### src/rtl/holy_axi_arbiter_if.sv
// AXI4 bundle shared by the i-cache, d-cache and the core's external master port.
interface axi_if;
    logic [3:0]  awid;
    logic [31:0] awaddr;
    logic [7:0]  awlen;
    logic [2:0]  awsize;
    logic [1:0]  awburst;
    logic        awvalid;
    logic        awready;
    logic [31:0] wdata;
    logic [3:0]  wstrb;
    logic        wlast;
    logic        wvalid;
    logic        wready;
    logic [3:0]  bid;
    logic [1:0]  bresp;
    logic        bvalid;
    logic        bready;
    logic [3:0]  arid;
    logic [31:0] araddr;
    logic [7:0]  arlen;
    logic [2:0]  arsize;
    logic [1:0]  arburst;
    logic        arvalid;
    logic        arready;
    logic [3:0]  rid;
    logic [31:0] rdata;
    logic [1:0]  rresp;
    logic        rlast;
    logic        rvalid;
    logic        rready;

    modport master (
        output awid, awaddr, awlen, awsize, awburst, awvalid,
        output wdata, wstrb, wlast, wvalid, bready,
        output arid, araddr, arlen, arsize, arburst, arvalid, rready,
        input  awready, wready, bid, bresp, bvalid,
        input  arready, rid, rdata, rresp, rlast, rvalid
    );
    modport slave (
        input  awid, awaddr, awlen, awsize, awburst, awvalid,
        input  wdata, wstrb, wlast, wvalid, bready,
        input  arid, araddr, arlen, arsize, arburst, arvalid, rready,
        output awready, wready, bid, bresp, bvalid,
        output arready, rid, rdata, rresp, rlast, rvalid
    );
endinterface

### src/rtl/holy_axi_arbiter.sv
// Shares one AXI master between i-cache (s0, read-only) and d-cache (s1), one burst per grant.
// Define HOLY_ARB_ROUND_ROBIN_EN for round-robin tie-break; otherwise the d-cache wins ties.
module holy_axi_arbiter #(
    parameter logic [3:0] S0_ID = 4'h0,
    parameter logic [3:0] S1_ID = 4'h1
) (
    input  logic       clk,
    input  logic       rst,
    axi_if.slave       s0_axi,
    axi_if.slave       s1_axi,
    axi_if.master      m_axi,
    output logic [1:0] debug_arb_state,
    output logic       debug_arb_owner
);
    typedef enum logic [1:0] {IDLE = 2'b00, RD = 2'b01, WR = 2'b10} state_t;

    state_t state;
    logic   owner;
    logic   last;
    logic   req0, req1, grant;
    logic   rd_act, wr_act, rd0, rd1;

    assign req0 = s0_axi.arvalid;
    assign req1 = s1_axi.arvalid | s1_axi.awvalid;

    always_comb begin
        grant = req1;
`ifdef HOLY_ARB_ROUND_ROBIN_EN
        if (req0 && req1) grant = ~last;
`endif
    end

    always_ff @(posedge clk) begin
        if (rst) begin
            state <= IDLE;
            owner <= 1'b0;
            last  <= 1'b1;
        end else begin
            case (state)
                IDLE: if (req0 || req1) begin
                    owner <= grant;
                    // A d-cache holding both AW and AR is served write-first
                    state <= (grant && s1_axi.awvalid) ? WR : RD;
                end
                RD: if (m_axi.rvalid && m_axi.rready && m_axi.rlast) begin
                    state <= IDLE;
                    last  <= owner;
                end
                WR: if (m_axi.bvalid && m_axi.bready) begin
                    state <= IDLE;
                    last  <= 1'b1;
                end
                default: state <= IDLE;
            endcase
        end
    end

    assign debug_arb_state = state;
    assign debug_arb_owner = owner;

    assign rd_act = (state == RD);
    assign wr_act = (state == WR);
    assign rd0    = rd_act & ~owner;
    assign rd1    = rd_act & owner;

    // Read address/data: owner's AR goes out with its fixed ID, R comes back to it
    assign m_axi.arid    = owner ? S1_ID : S0_ID;
    assign m_axi.araddr  = owner ? s1_axi.araddr  : s0_axi.araddr;
    assign m_axi.arlen   = owner ? s1_axi.arlen   : s0_axi.arlen;
    assign m_axi.arsize  = owner ? s1_axi.arsize  : s0_axi.arsize;
    assign m_axi.arburst = owner ? s1_axi.arburst : s0_axi.arburst;
    assign m_axi.arvalid = rd_act & (owner ? s1_axi.arvalid : s0_axi.arvalid);
    assign m_axi.rready  = rd_act & (owner ? s1_axi.rready  : s0_axi.rready);

    assign s0_axi.arready = rd0 & m_axi.arready;
    assign s0_axi.rvalid  = rd0 & m_axi.rvalid;
    assign s0_axi.rid     = m_axi.rid;
    assign s0_axi.rdata   = m_axi.rdata;
    assign s0_axi.rresp   = m_axi.rresp;
    assign s0_axi.rlast   = m_axi.rlast;

    assign s1_axi.arready = rd1 & m_axi.arready;
    assign s1_axi.rvalid  = rd1 & m_axi.rvalid;
    assign s1_axi.rid     = m_axi.rid;
    assign s1_axi.rdata   = m_axi.rdata;
    assign s1_axi.rresp   = m_axi.rresp;
    assign s1_axi.rlast   = m_axi.rlast;

    // Write path only ever belongs to the d-cache
    assign m_axi.awid    = S1_ID;
    assign m_axi.awaddr  = s1_axi.awaddr;
    assign m_axi.awlen   = s1_axi.awlen;
    assign m_axi.awsize  = s1_axi.awsize;
    assign m_axi.awburst = s1_axi.awburst;
    assign m_axi.awvalid = wr_act & s1_axi.awvalid;
    assign m_axi.wdata   = s1_axi.wdata;
    assign m_axi.wstrb   = s1_axi.wstrb;
    assign m_axi.wlast   = s1_axi.wlast;
    assign m_axi.wvalid  = wr_act & s1_axi.wvalid;
    assign m_axi.bready  = wr_act & s1_axi.bready;

    assign s1_axi.awready = wr_act & m_axi.awready;
    assign s1_axi.wready  = wr_act & m_axi.wready;
    assign s1_axi.bvalid  = wr_act & m_axi.bvalid;
    assign s1_axi.bid     = m_axi.bid;
    assign s1_axi.bresp   = m_axi.bresp;

    assign s0_axi.awready = 1'b0;
    assign s0_axi.wready  = 1'b0;
    assign s0_axi.bvalid  = 1'b0;
    assign s0_axi.bid     = 4'h0;
    assign s0_axi.bresp   = 2'b00;

    // Inputs with no function here: s0 write side, requester IDs, and last in fixed-priority builds
    logic unused_sigs;
    assign unused_sigs = ^{s0_axi.awid, s0_axi.awaddr, s0_axi.awlen, s0_axi.awsize,
                           s0_axi.awburst, s0_axi.awvalid, s0_axi.wdata, s0_axi.wstrb,
                           s0_axi.wlast, s0_axi.wvalid, s0_axi.bready, s0_axi.arid,
                           s1_axi.arid, s1_axi.awid, last};
endmodule

### src/flat_wrapper.sv
// flat-port wrapper written by rule: the top's interface ports become plain ports
module holy_axi_arbiter_flat 
#(
    parameter logic [3:0] S0_ID = 4'h0,
    parameter logic [3:0] S1_ID = 4'h1
)
  (clk, rst, debug_arb_state, debug_arb_owner, s0_axi_awid, s0_axi_awaddr, s0_axi_awlen, s0_axi_awsize, s0_axi_awburst, s0_axi_awvalid, s0_axi_wdata, s0_axi_wstrb, s0_axi_wlast, s0_axi_wvalid, s0_axi_bready, s0_axi_arid, s0_axi_araddr, s0_axi_arlen, s0_axi_arsize, s0_axi_arburst, s0_axi_arvalid, s0_axi_rready, s0_axi_awready, s0_axi_wready, s0_axi_bid, s0_axi_bresp, s0_axi_bvalid, s0_axi_arready, s0_axi_rid, s0_axi_rdata, s0_axi_rresp, s0_axi_rlast, s0_axi_rvalid, s1_axi_awid, s1_axi_awaddr, s1_axi_awlen, s1_axi_awsize, s1_axi_awburst, s1_axi_awvalid, s1_axi_wdata, s1_axi_wstrb, s1_axi_wlast, s1_axi_wvalid, s1_axi_bready, s1_axi_arid, s1_axi_araddr, s1_axi_arlen, s1_axi_arsize, s1_axi_arburst, s1_axi_arvalid, s1_axi_rready, s1_axi_awready, s1_axi_wready, s1_axi_bid, s1_axi_bresp, s1_axi_bvalid, s1_axi_arready, s1_axi_rid, s1_axi_rdata, s1_axi_rresp, s1_axi_rlast, s1_axi_rvalid, m_axi_awid, m_axi_awaddr, m_axi_awlen, m_axi_awsize, m_axi_awburst, m_axi_awvalid, m_axi_wdata, m_axi_wstrb, m_axi_wlast, m_axi_wvalid, m_axi_bready, m_axi_arid, m_axi_araddr, m_axi_arlen, m_axi_arsize, m_axi_arburst, m_axi_arvalid, m_axi_rready, m_axi_awready, m_axi_wready, m_axi_bid, m_axi_bresp, m_axi_bvalid, m_axi_arready, m_axi_rid, m_axi_rdata, m_axi_rresp, m_axi_rlast, m_axi_rvalid);
  axi_if s0_axi_i ();
  axi_if s1_axi_i ();
  axi_if m_axi_i ();
  input  logic clk;
  input  logic rst;
  output logic [1:0] debug_arb_state;
  output logic debug_arb_owner;
  input wire logic [$bits(s0_axi_i.awid)-1:0] s0_axi_awid;
  input wire logic [$bits(s0_axi_i.awaddr)-1:0] s0_axi_awaddr;
  input wire logic [$bits(s0_axi_i.awlen)-1:0] s0_axi_awlen;
  input wire logic [$bits(s0_axi_i.awsize)-1:0] s0_axi_awsize;
  input wire logic [$bits(s0_axi_i.awburst)-1:0] s0_axi_awburst;
  input wire logic [$bits(s0_axi_i.awvalid)-1:0] s0_axi_awvalid;
  input wire logic [$bits(s0_axi_i.wdata)-1:0] s0_axi_wdata;
  input wire logic [$bits(s0_axi_i.wstrb)-1:0] s0_axi_wstrb;
  input wire logic [$bits(s0_axi_i.wlast)-1:0] s0_axi_wlast;
  input wire logic [$bits(s0_axi_i.wvalid)-1:0] s0_axi_wvalid;
  input wire logic [$bits(s0_axi_i.bready)-1:0] s0_axi_bready;
  input wire logic [$bits(s0_axi_i.arid)-1:0] s0_axi_arid;
  input wire logic [$bits(s0_axi_i.araddr)-1:0] s0_axi_araddr;
  input wire logic [$bits(s0_axi_i.arlen)-1:0] s0_axi_arlen;
  input wire logic [$bits(s0_axi_i.arsize)-1:0] s0_axi_arsize;
  input wire logic [$bits(s0_axi_i.arburst)-1:0] s0_axi_arburst;
  input wire logic [$bits(s0_axi_i.arvalid)-1:0] s0_axi_arvalid;
  input wire logic [$bits(s0_axi_i.rready)-1:0] s0_axi_rready;
  output wire logic [$bits(s0_axi_i.awready)-1:0] s0_axi_awready;
  output wire logic [$bits(s0_axi_i.wready)-1:0] s0_axi_wready;
  output wire logic [$bits(s0_axi_i.bid)-1:0] s0_axi_bid;
  output wire logic [$bits(s0_axi_i.bresp)-1:0] s0_axi_bresp;
  output wire logic [$bits(s0_axi_i.bvalid)-1:0] s0_axi_bvalid;
  output wire logic [$bits(s0_axi_i.arready)-1:0] s0_axi_arready;
  output wire logic [$bits(s0_axi_i.rid)-1:0] s0_axi_rid;
  output wire logic [$bits(s0_axi_i.rdata)-1:0] s0_axi_rdata;
  output wire logic [$bits(s0_axi_i.rresp)-1:0] s0_axi_rresp;
  output wire logic [$bits(s0_axi_i.rlast)-1:0] s0_axi_rlast;
  output wire logic [$bits(s0_axi_i.rvalid)-1:0] s0_axi_rvalid;
  input wire logic [$bits(s1_axi_i.awid)-1:0] s1_axi_awid;
  input wire logic [$bits(s1_axi_i.awaddr)-1:0] s1_axi_awaddr;
  input wire logic [$bits(s1_axi_i.awlen)-1:0] s1_axi_awlen;
  input wire logic [$bits(s1_axi_i.awsize)-1:0] s1_axi_awsize;
  input wire logic [$bits(s1_axi_i.awburst)-1:0] s1_axi_awburst;
  input wire logic [$bits(s1_axi_i.awvalid)-1:0] s1_axi_awvalid;
  input wire logic [$bits(s1_axi_i.wdata)-1:0] s1_axi_wdata;
  input wire logic [$bits(s1_axi_i.wstrb)-1:0] s1_axi_wstrb;
  input wire logic [$bits(s1_axi_i.wlast)-1:0] s1_axi_wlast;
  input wire logic [$bits(s1_axi_i.wvalid)-1:0] s1_axi_wvalid;
  input wire logic [$bits(s1_axi_i.bready)-1:0] s1_axi_bready;
  input wire logic [$bits(s1_axi_i.arid)-1:0] s1_axi_arid;
  input wire logic [$bits(s1_axi_i.araddr)-1:0] s1_axi_araddr;
  input wire logic [$bits(s1_axi_i.arlen)-1:0] s1_axi_arlen;
  input wire logic [$bits(s1_axi_i.arsize)-1:0] s1_axi_arsize;
  input wire logic [$bits(s1_axi_i.arburst)-1:0] s1_axi_arburst;
  input wire logic [$bits(s1_axi_i.arvalid)-1:0] s1_axi_arvalid;
  input wire logic [$bits(s1_axi_i.rready)-1:0] s1_axi_rready;
  output wire logic [$bits(s1_axi_i.awready)-1:0] s1_axi_awready;
  output wire logic [$bits(s1_axi_i.wready)-1:0] s1_axi_wready;
  output wire logic [$bits(s1_axi_i.bid)-1:0] s1_axi_bid;
  output wire logic [$bits(s1_axi_i.bresp)-1:0] s1_axi_bresp;
  output wire logic [$bits(s1_axi_i.bvalid)-1:0] s1_axi_bvalid;
  output wire logic [$bits(s1_axi_i.arready)-1:0] s1_axi_arready;
  output wire logic [$bits(s1_axi_i.rid)-1:0] s1_axi_rid;
  output wire logic [$bits(s1_axi_i.rdata)-1:0] s1_axi_rdata;
  output wire logic [$bits(s1_axi_i.rresp)-1:0] s1_axi_rresp;
  output wire logic [$bits(s1_axi_i.rlast)-1:0] s1_axi_rlast;
  output wire logic [$bits(s1_axi_i.rvalid)-1:0] s1_axi_rvalid;
  output wire logic [$bits(m_axi_i.awid)-1:0] m_axi_awid;
  output wire logic [$bits(m_axi_i.awaddr)-1:0] m_axi_awaddr;
  output wire logic [$bits(m_axi_i.awlen)-1:0] m_axi_awlen;
  output wire logic [$bits(m_axi_i.awsize)-1:0] m_axi_awsize;
  output wire logic [$bits(m_axi_i.awburst)-1:0] m_axi_awburst;
  output wire logic [$bits(m_axi_i.awvalid)-1:0] m_axi_awvalid;
  output wire logic [$bits(m_axi_i.wdata)-1:0] m_axi_wdata;
  output wire logic [$bits(m_axi_i.wstrb)-1:0] m_axi_wstrb;
  output wire logic [$bits(m_axi_i.wlast)-1:0] m_axi_wlast;
  output wire logic [$bits(m_axi_i.wvalid)-1:0] m_axi_wvalid;
  output wire logic [$bits(m_axi_i.bready)-1:0] m_axi_bready;
  output wire logic [$bits(m_axi_i.arid)-1:0] m_axi_arid;
  output wire logic [$bits(m_axi_i.araddr)-1:0] m_axi_araddr;
  output wire logic [$bits(m_axi_i.arlen)-1:0] m_axi_arlen;
  output wire logic [$bits(m_axi_i.arsize)-1:0] m_axi_arsize;
  output wire logic [$bits(m_axi_i.arburst)-1:0] m_axi_arburst;
  output wire logic [$bits(m_axi_i.arvalid)-1:0] m_axi_arvalid;
  output wire logic [$bits(m_axi_i.rready)-1:0] m_axi_rready;
  input wire logic [$bits(m_axi_i.awready)-1:0] m_axi_awready;
  input wire logic [$bits(m_axi_i.wready)-1:0] m_axi_wready;
  input wire logic [$bits(m_axi_i.bid)-1:0] m_axi_bid;
  input wire logic [$bits(m_axi_i.bresp)-1:0] m_axi_bresp;
  input wire logic [$bits(m_axi_i.bvalid)-1:0] m_axi_bvalid;
  input wire logic [$bits(m_axi_i.arready)-1:0] m_axi_arready;
  input wire logic [$bits(m_axi_i.rid)-1:0] m_axi_rid;
  input wire logic [$bits(m_axi_i.rdata)-1:0] m_axi_rdata;
  input wire logic [$bits(m_axi_i.rresp)-1:0] m_axi_rresp;
  input wire logic [$bits(m_axi_i.rlast)-1:0] m_axi_rlast;
  input wire logic [$bits(m_axi_i.rvalid)-1:0] m_axi_rvalid;
  assign s0_axi_i.awid = s0_axi_awid;
  assign s0_axi_i.awaddr = s0_axi_awaddr;
  assign s0_axi_i.awlen = s0_axi_awlen;
  assign s0_axi_i.awsize = s0_axi_awsize;
  assign s0_axi_i.awburst = s0_axi_awburst;
  assign s0_axi_i.awvalid = s0_axi_awvalid;
  assign s0_axi_i.wdata = s0_axi_wdata;
  assign s0_axi_i.wstrb = s0_axi_wstrb;
  assign s0_axi_i.wlast = s0_axi_wlast;
  assign s0_axi_i.wvalid = s0_axi_wvalid;
  assign s0_axi_i.bready = s0_axi_bready;
  assign s0_axi_i.arid = s0_axi_arid;
  assign s0_axi_i.araddr = s0_axi_araddr;
  assign s0_axi_i.arlen = s0_axi_arlen;
  assign s0_axi_i.arsize = s0_axi_arsize;
  assign s0_axi_i.arburst = s0_axi_arburst;
  assign s0_axi_i.arvalid = s0_axi_arvalid;
  assign s0_axi_i.rready = s0_axi_rready;
  assign s0_axi_awready = s0_axi_i.awready;
  assign s0_axi_wready = s0_axi_i.wready;
  assign s0_axi_bid = s0_axi_i.bid;
  assign s0_axi_bresp = s0_axi_i.bresp;
  assign s0_axi_bvalid = s0_axi_i.bvalid;
  assign s0_axi_arready = s0_axi_i.arready;
  assign s0_axi_rid = s0_axi_i.rid;
  assign s0_axi_rdata = s0_axi_i.rdata;
  assign s0_axi_rresp = s0_axi_i.rresp;
  assign s0_axi_rlast = s0_axi_i.rlast;
  assign s0_axi_rvalid = s0_axi_i.rvalid;
  assign s1_axi_i.awid = s1_axi_awid;
  assign s1_axi_i.awaddr = s1_axi_awaddr;
  assign s1_axi_i.awlen = s1_axi_awlen;
  assign s1_axi_i.awsize = s1_axi_awsize;
  assign s1_axi_i.awburst = s1_axi_awburst;
  assign s1_axi_i.awvalid = s1_axi_awvalid;
  assign s1_axi_i.wdata = s1_axi_wdata;
  assign s1_axi_i.wstrb = s1_axi_wstrb;
  assign s1_axi_i.wlast = s1_axi_wlast;
  assign s1_axi_i.wvalid = s1_axi_wvalid;
  assign s1_axi_i.bready = s1_axi_bready;
  assign s1_axi_i.arid = s1_axi_arid;
  assign s1_axi_i.araddr = s1_axi_araddr;
  assign s1_axi_i.arlen = s1_axi_arlen;
  assign s1_axi_i.arsize = s1_axi_arsize;
  assign s1_axi_i.arburst = s1_axi_arburst;
  assign s1_axi_i.arvalid = s1_axi_arvalid;
  assign s1_axi_i.rready = s1_axi_rready;
  assign s1_axi_awready = s1_axi_i.awready;
  assign s1_axi_wready = s1_axi_i.wready;
  assign s1_axi_bid = s1_axi_i.bid;
  assign s1_axi_bresp = s1_axi_i.bresp;
  assign s1_axi_bvalid = s1_axi_i.bvalid;
  assign s1_axi_arready = s1_axi_i.arready;
  assign s1_axi_rid = s1_axi_i.rid;
  assign s1_axi_rdata = s1_axi_i.rdata;
  assign s1_axi_rresp = s1_axi_i.rresp;
  assign s1_axi_rlast = s1_axi_i.rlast;
  assign s1_axi_rvalid = s1_axi_i.rvalid;
  assign m_axi_awid = m_axi_i.awid;
  assign m_axi_awaddr = m_axi_i.awaddr;
  assign m_axi_awlen = m_axi_i.awlen;
  assign m_axi_awsize = m_axi_i.awsize;
  assign m_axi_awburst = m_axi_i.awburst;
  assign m_axi_awvalid = m_axi_i.awvalid;
  assign m_axi_wdata = m_axi_i.wdata;
  assign m_axi_wstrb = m_axi_i.wstrb;
  assign m_axi_wlast = m_axi_i.wlast;
  assign m_axi_wvalid = m_axi_i.wvalid;
  assign m_axi_bready = m_axi_i.bready;
  assign m_axi_arid = m_axi_i.arid;
  assign m_axi_araddr = m_axi_i.araddr;
  assign m_axi_arlen = m_axi_i.arlen;
  assign m_axi_arsize = m_axi_i.arsize;
  assign m_axi_arburst = m_axi_i.arburst;
  assign m_axi_arvalid = m_axi_i.arvalid;
  assign m_axi_rready = m_axi_i.rready;
  assign m_axi_i.awready = m_axi_awready;
  assign m_axi_i.wready = m_axi_wready;
  assign m_axi_i.bid = m_axi_bid;
  assign m_axi_i.bresp = m_axi_bresp;
  assign m_axi_i.bvalid = m_axi_bvalid;
  assign m_axi_i.arready = m_axi_arready;
  assign m_axi_i.rid = m_axi_rid;
  assign m_axi_i.rdata = m_axi_rdata;
  assign m_axi_i.rresp = m_axi_rresp;
  assign m_axi_i.rlast = m_axi_rlast;
  assign m_axi_i.rvalid = m_axi_rvalid;
  holy_axi_arbiter #(.S0_ID(S0_ID), .S1_ID(S1_ID)) u_core (.clk(clk), .rst(rst), .s0_axi(s0_axi_i), .s1_axi(s1_axi_i), .m_axi(m_axi_i), .debug_arb_state(debug_arb_state), .debug_arb_owner(debug_arb_owner));
endmodule
### config.mk
export PLATFORM = sky130hd
export DESIGN_NAME = holy_axi_arbiter_flat
export DESIGN_NICKNAME = d
export VERILOG_FILES = /design/src/rtl/holy_axi_arbiter_if.sv /design/src/rtl/holy_axi_arbiter.sv /design/src/flat_wrapper.sv
export SDC_FILE = /design/constraint.sdc
export NUM_CORES = 1
export LEC_CHECK = 0
export ABC_AREA = 1
export BUFFER_PORTS_ARGS = -buffer_cell sky130_fd_sc_hd__buf_4
export CAP_MARGIN = 10
export CELL_PAD_IN_SITES_DETAIL_PLACEMENT = 0
export CELL_PAD_IN_SITES_GLOBAL_PLACEMENT = 1
export CORE_AREA = 2 2 225 227
export DETAILED_ROUTE_END_ITERATION = 8
export DIE_AREA = 0 0 227 229
export HOLD_SLACK_MARGIN = 0.06
export PLACE_DENSITY_LB_ADDON = 0.15
export SETUP_SLACK_MARGIN = 0.05
export SLEW_MARGIN = 15
export SYNTH_ARGS = -nofsm -noshare
export SYNTH_HDL_FRONTEND = slang
export SYNTH_SLANG_ARGS = --single-unit
### constraint.sdc
create_clock -name clk -period 1.64 [get_ports clk]
set_input_delay 0.246 -clock clk [delete_from_list [all_inputs] [get_ports clk]]
set_output_delay 0.246 -clock clk [all_outputs]
set_load 0.02 [all_outputs]
==> reports/metrics.yaml <==
worst_setup_path:
  crit_path_cell_trace: "clkinv_8 -> buf_12 -> buf_12 -> nand2_1 -> nand2_1 -> buf_6"
  criticalPathCategory: "flop to output port"
  reg2reg_depth: 8
  start_kind: "flop"
  path_max_fanout: 7
  crit_start: "u_core.debug_arb_owner"
  cp-end-kind: "output port"
  arrival_ns: 1.28
  crit_buf_inv: 4
  critical-path-slowest-cell: "dfxtp_4"
  slowest_delay_ns: 0.40
  reg2reg_from: "u_core.debug_arb_owner"
  r2r_end: "u_core.debug_arb_state[0]"
  cpLargestDelayFamily: "buffers and inverters"
  rrSetupSlack_ns: 0.49
  required_ns: 1.39
sta:
  finalHoldViolCount: 0
  fmax_mhz: 655
  min_period_ns: 1.53
  setup_viol_count_final: 0
  rsz0062_at_grt: "yes"
  final_max_slew_viol_count: 0
  layout_setup_ws_ns: 0.112
  final.setup_skew_ns: 0.000132
  period_share_pct: 93.1
  timing.setup.tns_ns: 0
finish:
  drive_above_1_share_pct: 52.4
  nets: 728
  multiInputGateArea_sq_um: 764
  area_delta_synth_final_pct: 50.0
  regArea_sq_um: 66.3
  diodes: 0
  fillers: 5947
  fin_util_pct: 6.74
floorplanning:
  die_w_microns: 227
  die_area_sq_mm: 0.0520
  rows: 82
  die_h_microns: 229
  start_util_pct: 4.49
  pin_count: 575
  core_sq_mm: 0.0497
cts:
  ctsHoldBuffers: 0
  clk_pin_slew_ns: 0.03
  cts_root_buf: "clkbuf_16"
  cts_made_buffers: 3
  clockBufferDepth: 2
  cts_tree: "done"
  clk_latency_ns: 0.22
  cts_sinks: 3
  cts_max_level: 1
grt:
  grt_max_degree: 24
  grt_pass1_wl_mm: 13.1
  grt_pass1_vias: 2089
  grt_overflow: 0
  grtUsageTotal_pct: 3.49
  antenna_found_initial: 1
pwr:
  p_int_mw: 1.03
  pwr-share-seq_pct: 5.7
  p_clk_share_pct: 21.0
  swShare_pct: 43.5
  switchingPower_mw: 0.796
  ir_worst_vdd_mv: 0.214
  combPwrFrac_pct: 73.3
  finalPower_mw: 1.83
  p_leak_nw: 1.61
  powerDensity_mw_per_mm2: 547
route:
  routedWlPerCell_microns: 9.68
  drt_iter0_drc: 34
  postRouteAntennaNets: 0
  drc: 0
  dr_total_vias: 2088
  totalWireLength_mm: 10.3
  viasPerCell: 1.96
  drtPass1Iterations: 4
synthesis:
  synth_top_area_share_pct: 63.9
  yosysSeqAreaShare_pct: 2.69
  syn_area_per_cell_sq_um: 5.76
  synthCells: 387
  synthTopCellsByArea: "buf_4, nand2_1, dfxtp_1, inv_1, nor2_1"
  synth_top_area_cell: "buf_4"
  synth_area_sq_mm: 0.00223
  synth_cell_types: 14
  yosysWarnings: 0
  ys_ff_latch: 3
placed_design:
  hpwlAfterDp_mm: 8.09
  pre_cts_ws_ns: 0.118
  io_buffers: 167
  routabilityCongestion: 0.576
status:
  outcome: "finished, final reports clean"
worst_hold_path:
  holdPathEnd: "u_core.debug_arb_owner"
  hold_class: "primary input to flop"
  hp-start: "rst"
  holdPathStages: 2
run:
  drv_cap: 0
through the flow:
| step | hold WS, ns | std cells | area [sq um] |
|---|---|---|---|
| 2_1_floorplan | 0.315 | 401 | 2280 |
| 3_3_place_gp | 0.437 | 1056 | 3030 |
| 3_5_place_dp | 0.442 | 1056 | 3030 |
| 4_1_cts | 0.208 | 1065 | 3200 |
| 5_1_grt | 0.215 | 1067 | 3350 |
| 6_report | 0.199 | 1067 | 3350 |
worst register-to-register path, delay by kind of cell, from the launching register on:
| kind | cells | cell delay (ns) |
|---|---|---|
| AO/OA/AOI/OAI | 1 | 0.08 |
| buffers and inverters | 2 | 0.18 |
| AND/OR/NAND/NOR | 5 | 0.38 |
| flip-flops | 1 | 0.40 |
final cells by class:
| cell class | instances | area share (%) |
|---|---|---|
| multi-input combinational | 189 | 22.8 |
| clock buffer | 4 | 2.36 |
| inverter | 16 | 2.17 |
| timing repair buffer | 183 | 45.5 |
| tap | 672 | 25.1 |
| sequential | 3 | 1.98 |
Yosys cell counts (all sizes together):
library cell    n
and2            1
nand2         150
nand3           3
o21ai           3
nor2           14
clkbuf          2
a21oi           2
buf           191
inv            16
conb            2
dfxtp           3
flip-flops by register name, indices dropped and copies added, names as in the netlist:
signal / cells
u_core.debug_arb_state: 2
u_core.debug_arb_owner: 1
how the worst max path moves through the flow:
stage,to,slack (ns),depth (start not counted)
floorplan,m_axi_arvalid,0.26,4
global placement,m_axi_arvalid,0.12,5
detailed placement,m_axi_arvalid,0.12,5
CTS,m_axi_arlen[3],0.02,5
global route,m_axi_araddr[10],0.04,6
finish,m_axi_araddr[10],0.11,6
layout by cell type, fill, tap and decap left out, drive strengths merged:
cell type and count:
inv 15, nand3 3, clkbuf 5, nor2 14, buf 182, a21oi 2
clkinv 1, nand2 150, conb 16, dfxtp 3, and2 1, o21ai 3
routing by layer:
layer	wire (microns)	share of wire [%]	global-route usage, %	vias up
li1	-	-	-	962
met1	3070	30	2.81	842
met2	4740	46	5.95	219
met3	1840	18	2.49	63
met4	575	5.6	2.02	2
met5	103	1.0	1.42	-
power groups by stage:
| stage | logic [mW] | clock network (mW) | registers, mW |
|---|---|---|---|
| after global routing | 1.48 | 0.403 | 0.106 |
| after detailed placement | 1.22 | 0 | 0.100 |
| after CTS | 1.30 | 0.390 | 0.101 |
| after global placement | 1.24 | 0 | 0.101 |
| final | 1.34 | 0.384 | 0.104 |
| after floorplan | 1.18 | 0 | 0.106 |
cells by family (layout without fill, tap and decap cells):
group           Yosys count  in the layout  share of synthesized area, %
buf+inv                 209            203                          67.2
simple gates            168            168                          28.7
compound gates            5              5                          1.12
flops                     3              3                          2.69
other cells               2             16                         0.337
what timing repair did:
action	in CTS	in global routing
cloned	1	1
setup endpoints to repair	25	33
gates resized for setup	6	36
pin swaps	0	3
setup buffers	4	1
(Power assumes the default switching activity.)
